`src/rtl/multicycle_alu.sv`:
```
// Purpose: EX-stage ALU; simple ops registered in one cycle, MULT/MULTU/DIV/DIVU iterate (shift-add / restoring divide) into HI/LO.
// Latency: simple ops strobe out_valid in the cycle after accept; mul/div strobe WIDTH+2 cycles after accept.
// Backpressure: in_ready is low while a mul/div is in flight; in_valid during that time is dropped, not queued.
module multicycle_alu #(
    parameter int WIDTH   = 32,
    parameter int SHAMT_W = $clog2(WIDTH),
    parameter int OP_W    = 5
) (
    input  logic               clk,
    input  logic               rst_n,
    input  logic               in_valid,
    output logic               in_ready,
    input  logic [OP_W-1:0]    alu_op,
    input  logic [WIDTH-1:0]   data_in1,
    input  logic [WIDTH-1:0]   data_in2,
    input  logic [SHAMT_W-1:0] shift_amount,
    output logic               out_valid,
    output logic [WIDTH-1:0]   result,
    output logic [WIDTH-1:0]   hi,
    output logic [WIDTH-1:0]   lo,
    output logic               zero,
    output logic               div_by_zero,
    output logic               busy
);

    localparam logic [OP_W-1:0] OP_XOR   = OP_W'(5'b00000);
    localparam logic [OP_W-1:0] OP_SLL   = OP_W'(5'b00001);
    localparam logic [OP_W-1:0] OP_SRL   = OP_W'(5'b00010);
    localparam logic [OP_W-1:0] OP_SRA   = OP_W'(5'b00011);
    localparam logic [OP_W-1:0] OP_ADD   = OP_W'(5'b00100);
    localparam logic [OP_W-1:0] OP_SUB   = OP_W'(5'b00101);
    localparam logic [OP_W-1:0] OP_MULT  = OP_W'(5'b00110);
    localparam logic [OP_W-1:0] OP_DIV   = OP_W'(5'b00111);
    localparam logic [OP_W-1:0] OP_OR    = OP_W'(5'b01000);
    localparam logic [OP_W-1:0] OP_NOR   = OP_W'(5'b01001);
    localparam logic [OP_W-1:0] OP_AND   = OP_W'(5'b01010);
    localparam logic [OP_W-1:0] OP_SLT   = OP_W'(5'b01011);
    localparam logic [OP_W-1:0] OP_BEQ   = OP_W'(5'b01101);
    localparam logic [OP_W-1:0] OP_BNE   = OP_W'(5'b01110);
    localparam logic [OP_W-1:0] OP_BLEZ  = OP_W'(5'b01111);
    localparam logic [OP_W-1:0] OP_BGTZ  = OP_W'(5'b10000);
    localparam logic [OP_W-1:0] OP_BGEZ  = OP_W'(5'b10001);
    localparam logic [OP_W-1:0] OP_LUI   = OP_W'(5'b10010);
    localparam logic [OP_W-1:0] OP_MULTU = OP_W'(5'b10011);
    localparam logic [OP_W-1:0] OP_DIVU  = OP_W'(5'b10100);
    localparam logic [OP_W-1:0] OP_SLLV  = OP_W'(5'b11001);
    localparam logic [OP_W-1:0] OP_SRLV  = OP_W'(5'b11010);
    localparam logic [OP_W-1:0] OP_SRAV  = OP_W'(5'b11011);

    localparam logic [SHAMT_W-1:0] LAST_ITER = SHAMT_W'(WIDTH - 1);

    typedef enum logic [1:0] {
        ST_IDLE,
        ST_RUN,
        ST_FIX
    } state_t;

    state_t               state;
    logic [SHAMT_W-1:0]   cnt;
    logic                 op_div;     // 1: divide in flight, 0: multiply
    logic                 neg_lo;     // negate product / quotient at FIX
    logic                 neg_hi;     // negate remainder at FIX (dividend sign)
    logic                 dbz_pend;   // divisor was zero
    logic [WIDTH-1:0]     opnd;       // multiplicand or divisor magnitude
    logic [WIDTH-1:0]     acc_hi;     // partial product high / remainder
    logic [WIDTH-1:0]     acc_lo;     // multiplier bits / dividend->quotient bits

    logic [WIDTH-1:0]     alu_res;
    logic                 is_mul;
    logic                 is_div;
    logic                 is_signed;
    logic                 a_neg;
    logic                 b_neg;
    logic [WIDTH-1:0]     mag_a;
    logic [WIDTH-1:0]     mag_b;
    logic [WIDTH:0]       mul_sum;
    logic [WIDTH:0]       div_shift;
    logic [WIDTH:0]       div_trial;
    logic                 div_ok;
    logic [2*WIDTH-1:0]   prod;
    logic [2*WIDTH-1:0]   prod_neg;
    logic [WIDTH-1:0]     fix_hi;
    logic [WIDTH-1:0]     fix_lo;

    assign in_ready = (state == ST_IDLE);
    assign busy     = ~in_ready;

    // Single-cycle result selection.
    always_comb begin
        alu_res = '0;
        case (alu_op)
            OP_XOR:  alu_res = data_in1 ^ data_in2;
            OP_SLL:  alu_res = data_in2 << shift_amount;
            OP_SRL:  alu_res = data_in2 >> shift_amount;
            OP_SRA:  alu_res = $signed(data_in2) >>> shift_amount;
            OP_ADD:  alu_res = data_in1 + data_in2;
            OP_SUB:  alu_res = data_in1 - data_in2;
            OP_OR:   alu_res = data_in1 | data_in2;
            OP_NOR:  alu_res = ~(data_in1 | data_in2);
            OP_AND:  alu_res = data_in1 & data_in2;
            OP_SLT:  alu_res = {{(WIDTH-1){1'b0}}, ($signed(data_in1) < $signed(data_in2))};
            OP_BEQ:  alu_res = {{(WIDTH-1){1'b0}}, (data_in1 == data_in2)};
            OP_BNE:  alu_res = {{(WIDTH-1){1'b0}}, (data_in1 != data_in2)};
            OP_BLEZ: alu_res = {{(WIDTH-1){1'b0}}, (data_in1[WIDTH-1] | (data_in1 == '0))};
            OP_BGTZ: alu_res = {{(WIDTH-1){1'b0}}, (~data_in1[WIDTH-1] & (data_in1 != '0))};
            OP_BGEZ: alu_res = {{(WIDTH-1){1'b0}}, ~data_in1[WIDTH-1]};
            OP_LUI:  alu_res = data_in2;
            OP_SLLV: alu_res = data_in2 << data_in1[SHAMT_W-1:0];
            OP_SRLV: alu_res = data_in2 >> data_in1[SHAMT_W-1:0];
            OP_SRAV: alu_res = $signed(data_in2) >>> data_in1[SHAMT_W-1:0];
            default: alu_res = '0;
        endcase
    end

    // Operand decode for the iterative path: magnitudes plus sign flags.
    always_comb begin
        is_mul    = (alu_op == OP_MULT) || (alu_op == OP_MULTU);
        is_div    = (alu_op == OP_DIV)  || (alu_op == OP_DIVU);
        is_signed = (alu_op == OP_MULT) || (alu_op == OP_DIV);
        a_neg     = is_signed & data_in1[WIDTH-1];
        b_neg     = is_signed & data_in2[WIDTH-1];
        mag_a     = a_neg ? -data_in1 : data_in1;
        mag_b     = b_neg ? -data_in2 : data_in2;
    end

    // One shift-add or restoring-divide step per RUN cycle.
    always_comb begin
        mul_sum   = {1'b0, acc_hi} + (acc_lo[0] ? {1'b0, opnd} : '0);
        div_shift = {acc_hi, acc_lo[WIDTH-1]};
        div_trial = div_shift - {1'b0, opnd};
        div_ok    = ~div_trial[WIDTH];
    end

    // Sign correction applied in FIX; divide-by-zero keeps the raw quotient of all ones.
    always_comb begin
        prod     = {acc_hi, acc_lo};
        prod_neg = -prod;
        fix_hi   = neg_hi ? -acc_hi : acc_hi;
        fix_lo   = acc_lo;
        if (!op_div) begin
            {fix_hi, fix_lo} = neg_lo ? prod_neg : prod;
        end else if (dbz_pend) begin
            fix_lo = '1;
        end else begin
            fix_lo = neg_lo ? -acc_lo : acc_lo;
        end
    end

    // Control FSM and all registered outputs.
    always_ff @(posedge clk or negedge rst_n) begin
        if (!rst_n) begin
            state       <= ST_IDLE;
            cnt         <= '0;
            op_div      <= 1'b0;
            neg_lo      <= 1'b0;
            neg_hi      <= 1'b0;
            dbz_pend    <= 1'b0;
            opnd        <= '0;
            acc_hi      <= '0;
            acc_lo      <= '0;
            result      <= '0;
            hi          <= '0;
            lo          <= '0;
            zero        <= 1'b1;
            out_valid   <= 1'b0;
            div_by_zero <= 1'b0;
        end else begin
            out_valid <= 1'b0;
            case (state)
                ST_IDLE: begin
                    if (in_valid) begin
                        div_by_zero <= 1'b0;
                        if (is_mul || is_div) begin
                            state    <= ST_RUN;
                            cnt      <= '0;
                            op_div   <= is_div;
                            neg_lo   <= a_neg ^ b_neg;
                            neg_hi   <= a_neg;
                            dbz_pend <= is_div && (data_in2 == '0);
                            opnd     <= is_div ? mag_b : mag_a;
                            acc_hi   <= '0;
                            acc_lo   <= is_div ? mag_a : mag_b;
                        end else begin
                            result    <= alu_res;
                            zero      <= (alu_res == '0);
                            out_valid <= 1'b1;
                        end
                    end
                end
                ST_RUN: begin
                    if (op_div) begin
                        acc_hi <= div_ok ? div_trial[WIDTH-1:0] : div_shift[WIDTH-1:0];
                        acc_lo <= {acc_lo[WIDTH-2:0], div_ok};
                    end else begin
                        acc_hi <= mul_sum[WIDTH:1];
                        acc_lo <= {mul_sum[0], acc_lo[WIDTH-1:1]};
                    end
                    if (cnt == LAST_ITER) begin
                        state <= ST_FIX;
                        cnt   <= '0;
                    end else begin
                        cnt <= cnt + 1'b1;
                    end
                end
                ST_FIX: begin
                    hi          <= fix_hi;
                    lo          <= fix_lo;
                    result      <= fix_lo;
                    zero        <= (fix_lo == '0);
                    div_by_zero <= dbz_pend;
                    out_valid   <= 1'b1;
                    state       <= ST_IDLE;
                end
                default: state <= ST_IDLE;
            endcase
        end
    end

endmodule

```
`config.mk`:
```
export PLATFORM = sky130hd
export DESIGN_NAME = multicycle_alu
export DESIGN_NICKNAME = d
export VERILOG_FILES = /design/src/rtl/multicycle_alu.sv
export SDC_FILE = /design/constraint.sdc
export NUM_CORES = 1
export LEC_CHECK = 0
export BUFFER_PORTS_ARGS = -buffer_cell sky130_fd_sc_hd__buf_2
export CORE_MARGIN = 10
export CORE_UTILIZATION = 58
export DETAILED_ROUTE_END_ITERATION = 10
export PLACE_DENSITY = 0.91
export SYNTH_ARGS = -nofsm -noshare
export SYNTH_HDL_FRONTEND = slang
export SYNTH_SLANG_ARGS = --single-unit
```
`constraint.sdc`:
```
create_clock -name clk -period 4.3 [get_ports clk]
set_clock_uncertainty 0.1 [all_clocks]
set_input_delay 0.43 -clock clk [delete_from_list [all_inputs] [get_ports clk]]
set_output_delay 0.43 -clock clk [all_outputs]
set_load 0.05 [all_outputs]
```
==> summary.md, run 1 <==
| Metric | Value |
|---|---|
| First-pass GRT wire length | 252,000 um |
| Most used DFF post-synth | dfrtp_1 |
| RePlAce Congestion | between 1 and 1.5 |
| Die Height | between 200 and 250 um |
| Cell count after synthesis | between 4,000 and 5,000 |
| Post-Synth Adder-Cell Area | between 8 and 9% |
| I/O Buffers | 177 |
| Syn_nets | approximately 4,400 |
| Stop err | [ERROR GRT-0116] Global routing finished with congestion. Check the congestion regions in the DRC Viewer. |
| Grt ovf | 3 |
| YS warnings | 0 |
| Distinct cells, synth | 100 |
| Combinational family with the most area after synthesis | compound AO/OA/AOI/OAI gates |
| Placed instance area | between 30,000 and 40,000 sq um |
| Synth top area cells | dfrtp_1 (17%), ha_1 (7.8%), nand2_1 (5.9%), a21oi_1 (5.5%), nor2_1 (5.0%) |
| Post-synthesis compound-gate area fraction | between 30% and 40% |
| CTS H-tree lvls | 1 |
| Clock Root Buffer | clkbuf_16 |
| Most frequent cell after synthesis | nand2_1 |
| Largest net degree at the start of global routing | between 100 and 150 |
| Post-synth EDFFs | 0 |
| Post-DP HPWL | around 110,000 um |
| Avg Synthesized Cell Area | between 7 and 8 sq um |
| Seq cells post-synth | a little over 200 |
| I/O pin total | about 180 |
| GR Util All Layers | a little over half |
| Status | stopped before the end |
| Vias in the first global route | roughly 42,000 |
| Clk sink count | about 210 |
| Row count | a little over 80 |
| Mapped cell area | 29,400 sq um |
| Die width | around 250 um |
| Post-synth top cells | nand2_1 (465), nor2_1 (389), a21oi_1 (325) |
| Post-Synth Simple-Gate Area | between 20 and 25% |
| Share of the synthesized area in the top cell type | between 15 and 20% |
| Max Root-Sink Buffers | 3 |
| Synth async-reset ratio | 100% |
| Total CTS buffers | 20 |
| Register area share after synthesis | approximately 18% |
| Post-synthesis xor/xnor area fraction | roughly 6.0% |
| Failed at | global routing |
| Largest area contributor in the netlist | dfrtp_1 |
| Starting density of the core | between 50% and 60% |
| Post-synthesis mux area share | ~5.4% |
## kinds of logic after synthesis
family,Yosys count
mux,138
flops,206
xor+xnor,200
simple gates,1409
fa+ha+maj,188
compound gates,1464
buf+inv,495
## what timing repair did
item | 4_1_cts
setup endpoints to repair | 36
hold buffers | 1
gates cloned | 0
pin swaps | 2
setup buffers | 2
endpoints found under the hold margin | 83
gates resized for setup | 10
## per-layer routing
layer | overflow | track usage [%]
met1 | 0 | 52.7
met3 | 1 | 45.5
met4 | 1 | 49.3
met5 | 0 | 32.4
met2 | 1 | 68.0
## per-stage QoR
step                      TNS (ns)  hold slack (ns)  setup WS [ns]  std cells  util [%]
after global placement      -0.543            0.355         -0.531       5319      70.4
after floorplan                  0           0.0344        0.00289       4100         -
after CTS                        0            0.199        0.00196       5358      72.0
after detailed placement    -0.905            0.361         -0.680       5319      70.4
==> run 2, diff against run 1 <==
- CORE_UTILIZATION: 58 -> 40
- PLACE_DENSITY: 0.91 -> not set
- PLACE_DENSITY_LB_ADDON: not set -> 0.15
- clock period: 4.3 -> 5.6 ns (I/O delays scaled with it)
==> summary.md, run 2 <==
| Metric | Value |
|---|---|
| Vias in the first global route | 33,700 |
| Final setup viols | 0 |
| R2r endpoint | acc_hi[9] |
| Vias after detailed routing | approximately 35,000 |
| Failing checks | hold timing |
| Hold crit path type | in -> async |
| Kind of critical path | in -> reg |
| Max-slew violation count | 0 |
| GR Util All Layers | between 30% and 40% |
| YS warnings | 0 |
| Critical Path Start Type | input port |
| Final core occ | a little under half |
| Clk pin slew, worst setup/hold paths | approximately 0.070 ns |
| First-pass GRT wire length | between 200,000 and 250,000 um |
| Grt met3 use | under 10% |
| Switching share of power | 50.3% |
| Clk sink count | 206 |
| Seq pwr share | a little under a quarter |
| Initial DRC Count | 3,708 |
| Seq cells post-synth | just over 200 |
| Slew @ Worst Pin | 1.32 ns |
| Slew headroom | between 10 and 15% |
| Final min period | 5.20 ns |
| CTS H-tree lvls | 1 |
| Largest net degree at the start of global routing | 109 |
| Met2 GRT Util | between 60% and 70% |
| I/O Buffers | between 150 and 200 |
| Crit path max fanout | 11 |
| Largest area contributor in the netlist | dfrtp_1 |
| Sw Pwr | 5530 uW |
| Synth top area cells | dfrtp_1 (17%), ha_1 (7.8%), nand2_1 (5.9%), a21oi_1 (5.5%), nor2_1 (5.0%) |
| Core ar. | approximately 73,000 sq um |
| Post-route antenna net violation count | 0 |
| Met1 Use GR | ~45% |
| Row count | 99 |
| Die width | between 200 and 300 um |
| Pint | between 5000 and 6000 uW |
| Synth async-reset ratio | 100% |
| Syn_nets | approximately 4,400 |
| Critical Path End Type | flip-flop |
| Share of the synthesized area in the top cell type | between 10% and 20% |
| Drt via density | ~6.6 |
| Most common cell after layout, fill and taps aside | nand2_1 |
| Mapped cell area | 29,400 sq um |
| Crit share post-route | ~93% |
| Avg Synthesized Cell Area | 7.16 sq um |
| Post-DP HPWL | about 140,000 um |
| Routed WL | roughly 170,000 um |
| Cell count after synthesis | slightly above 4,000 |
| WL per Instance | ~32 um |
| Initial DRT Pass Iterations | 7 |
| Nets | 4,638 |
| Final hold slack | -0.0499 ns |
| # resized after CTS | 0 |
| Commonest cells after routing, fill and taps aside | nand2_1 (464), buf_4 (392), nor2_1 (385) |
| Fmax | between 0.15 and 0.2 GHz |
| Critical R2R Launch | acc_lo[31] |
| Reg2Reg Depth | 17 |
| Most frequent cell after synthesis | nand2_1 |
| Initial antenna violation count | 15 |
| Area of the die | around 85,000 sq um |
| Clock Root Buffer | clkbuf_16 |
| PwrDens | 322 nW/um^2 |
| Comb pwr share | 61.4% |
| Post-synth top cells | nand2_1 (465), nor2_1 (389), a21oi_1 (325) |
| RePlAce Congestion | about 1.1 |
| Post-CTS Hold Buffers | 0 |
| Status | finished with violations |
| Max Root-Sink Buffers | 3 |
| TritonCTS clock tree | done |
| Register area share after synthesis | approximately 18% |
| Flop2flop setup slack | between 0.9 and 1 ns |
| Layout area overhead | 16.3% |
| Grt ovf | 0 |
| Die Height | slightly below 300 um |
| Starting density of the core | between 40% and 50% |
| VDD IR max | ~460 uV |
| Most used DFF post-synth | dfrtp_1 |
| Clk_lat worst skew | about 0.53 ns |
| Setup TNS | 0 ns |
| Setup Fix Bufs, Post-CTS | 0 |
| I/O pin total | between 150 and 200 |
| Final Hold Viols | 14 |
| WP data required | 5.98 ns |
| Clock share of power | between 10% and 20% |
| CP arrival | ~5.6 ns |
| Post-synth EDFFs | 0 |
| Total CTS buffers | 23 |
| Total of max-cap violations | 0 |
| Distinct cells, synth | 100 |
| Residual DRC | 0 |
| RSZ-0062 raised after global routing | false |
| Lkg Pwr | ~0.015 uW |
| GR peak layer | met2 |
| Layout cell share with drive strength beyond 1 | 17.0% |
-- run 2: cells by family (layout without fill, tap and decap cells) --
family / count (synthesis) / after routing / synth area share, %
compound gates: 1464 / 1464 / 33.6
xor+xnor: 200 / 200 / 5.97
fa+ha+maj: 188 / 188 / 8.11
buf+inv: 495 / 785 / 6.80
flops: 206 / 206 / 17.6
mux: 138 / 138 / 5.44
other cells: 0 / 5 / 0
simple gates: 1409 / 1409 / 22.5
-- run 2: area by class of cell --
type                    instances  area, sq um
diodes                          5         12.5
inverters                     165          619
clock inverters                13          208
clock buffers                  29          638
well taps                     959         1200
repair buffers                578         4020
flip-flops and latches        206         5160
fillers                      7606        38700
multi-input cells            3399        22300
-- run 2: per-layer routing --
metal	vias up	wire length (um)
met4	16	13600
li1	15700	-
met3	571	14000
met1	16900	64200
met2	1962	77200
met5	-	111
-- run 2: worst max-delay path by stage --
stage / start / endpoint / slack [ns] / cells after the start
global route: data_in2[3] / zero / 0.21 / 18
CTS: data_in2[3] / zero / 0.55 / 18
finish: alu_op[3] / zero / 0.40 / 16
detailed placement: data_in2[3] / zero / 0.01 / 18
floorplan: data_in2[7] / zero / 1.06 / 17
global placement: alu_op[1] / zero / 0.06 / 16
-- run 2: worst max-delay path: stages --
cell and delay (ns):
buf_2 0.14, nor3b_2 0.86, buf_4 0.30, a22oi_1 0.09, a311oi_1 0.42, buf_4 0.22
mux2i_1 0.10, mux2_2 0.36, a221oi_1 0.33, o221ai_1 0.24, a2111oi_0 0.93, buf_4 0.25
and4_1 0.18, and4_1 0.20, nor4bb_1 0.21, a21o_1 0.16
-- run 2: through the flow --
step	cell area (sq um)	setup WS (ns)	power [uW]	hold slack, ns	std cells
final	34200	0.397	11000	-0.0499	5354
after global placement	33300	0.0557	9100	0.356	5307
after CTS	34100	0.551	10900	0.0109	5349
after floorplan	29400	1.06	6900	0.164	4100
after detailed placement	33300	0.0131	9120	0.361	5307
after global routing	34200	0.207	11700	0.0330	5351
-- run 2: power groups by stage --
stage               clock network [uW]  registers [uW]  logic (uW)
global placement                     0            2520        6570
detailed placement                   0            2530        6600
CTS                               1740            2510        6620
floorplan                            0            2540        4350
global route                      1800            2580        7310
finish                            1720            2530        6740
(Power assumes the default switching activity.)
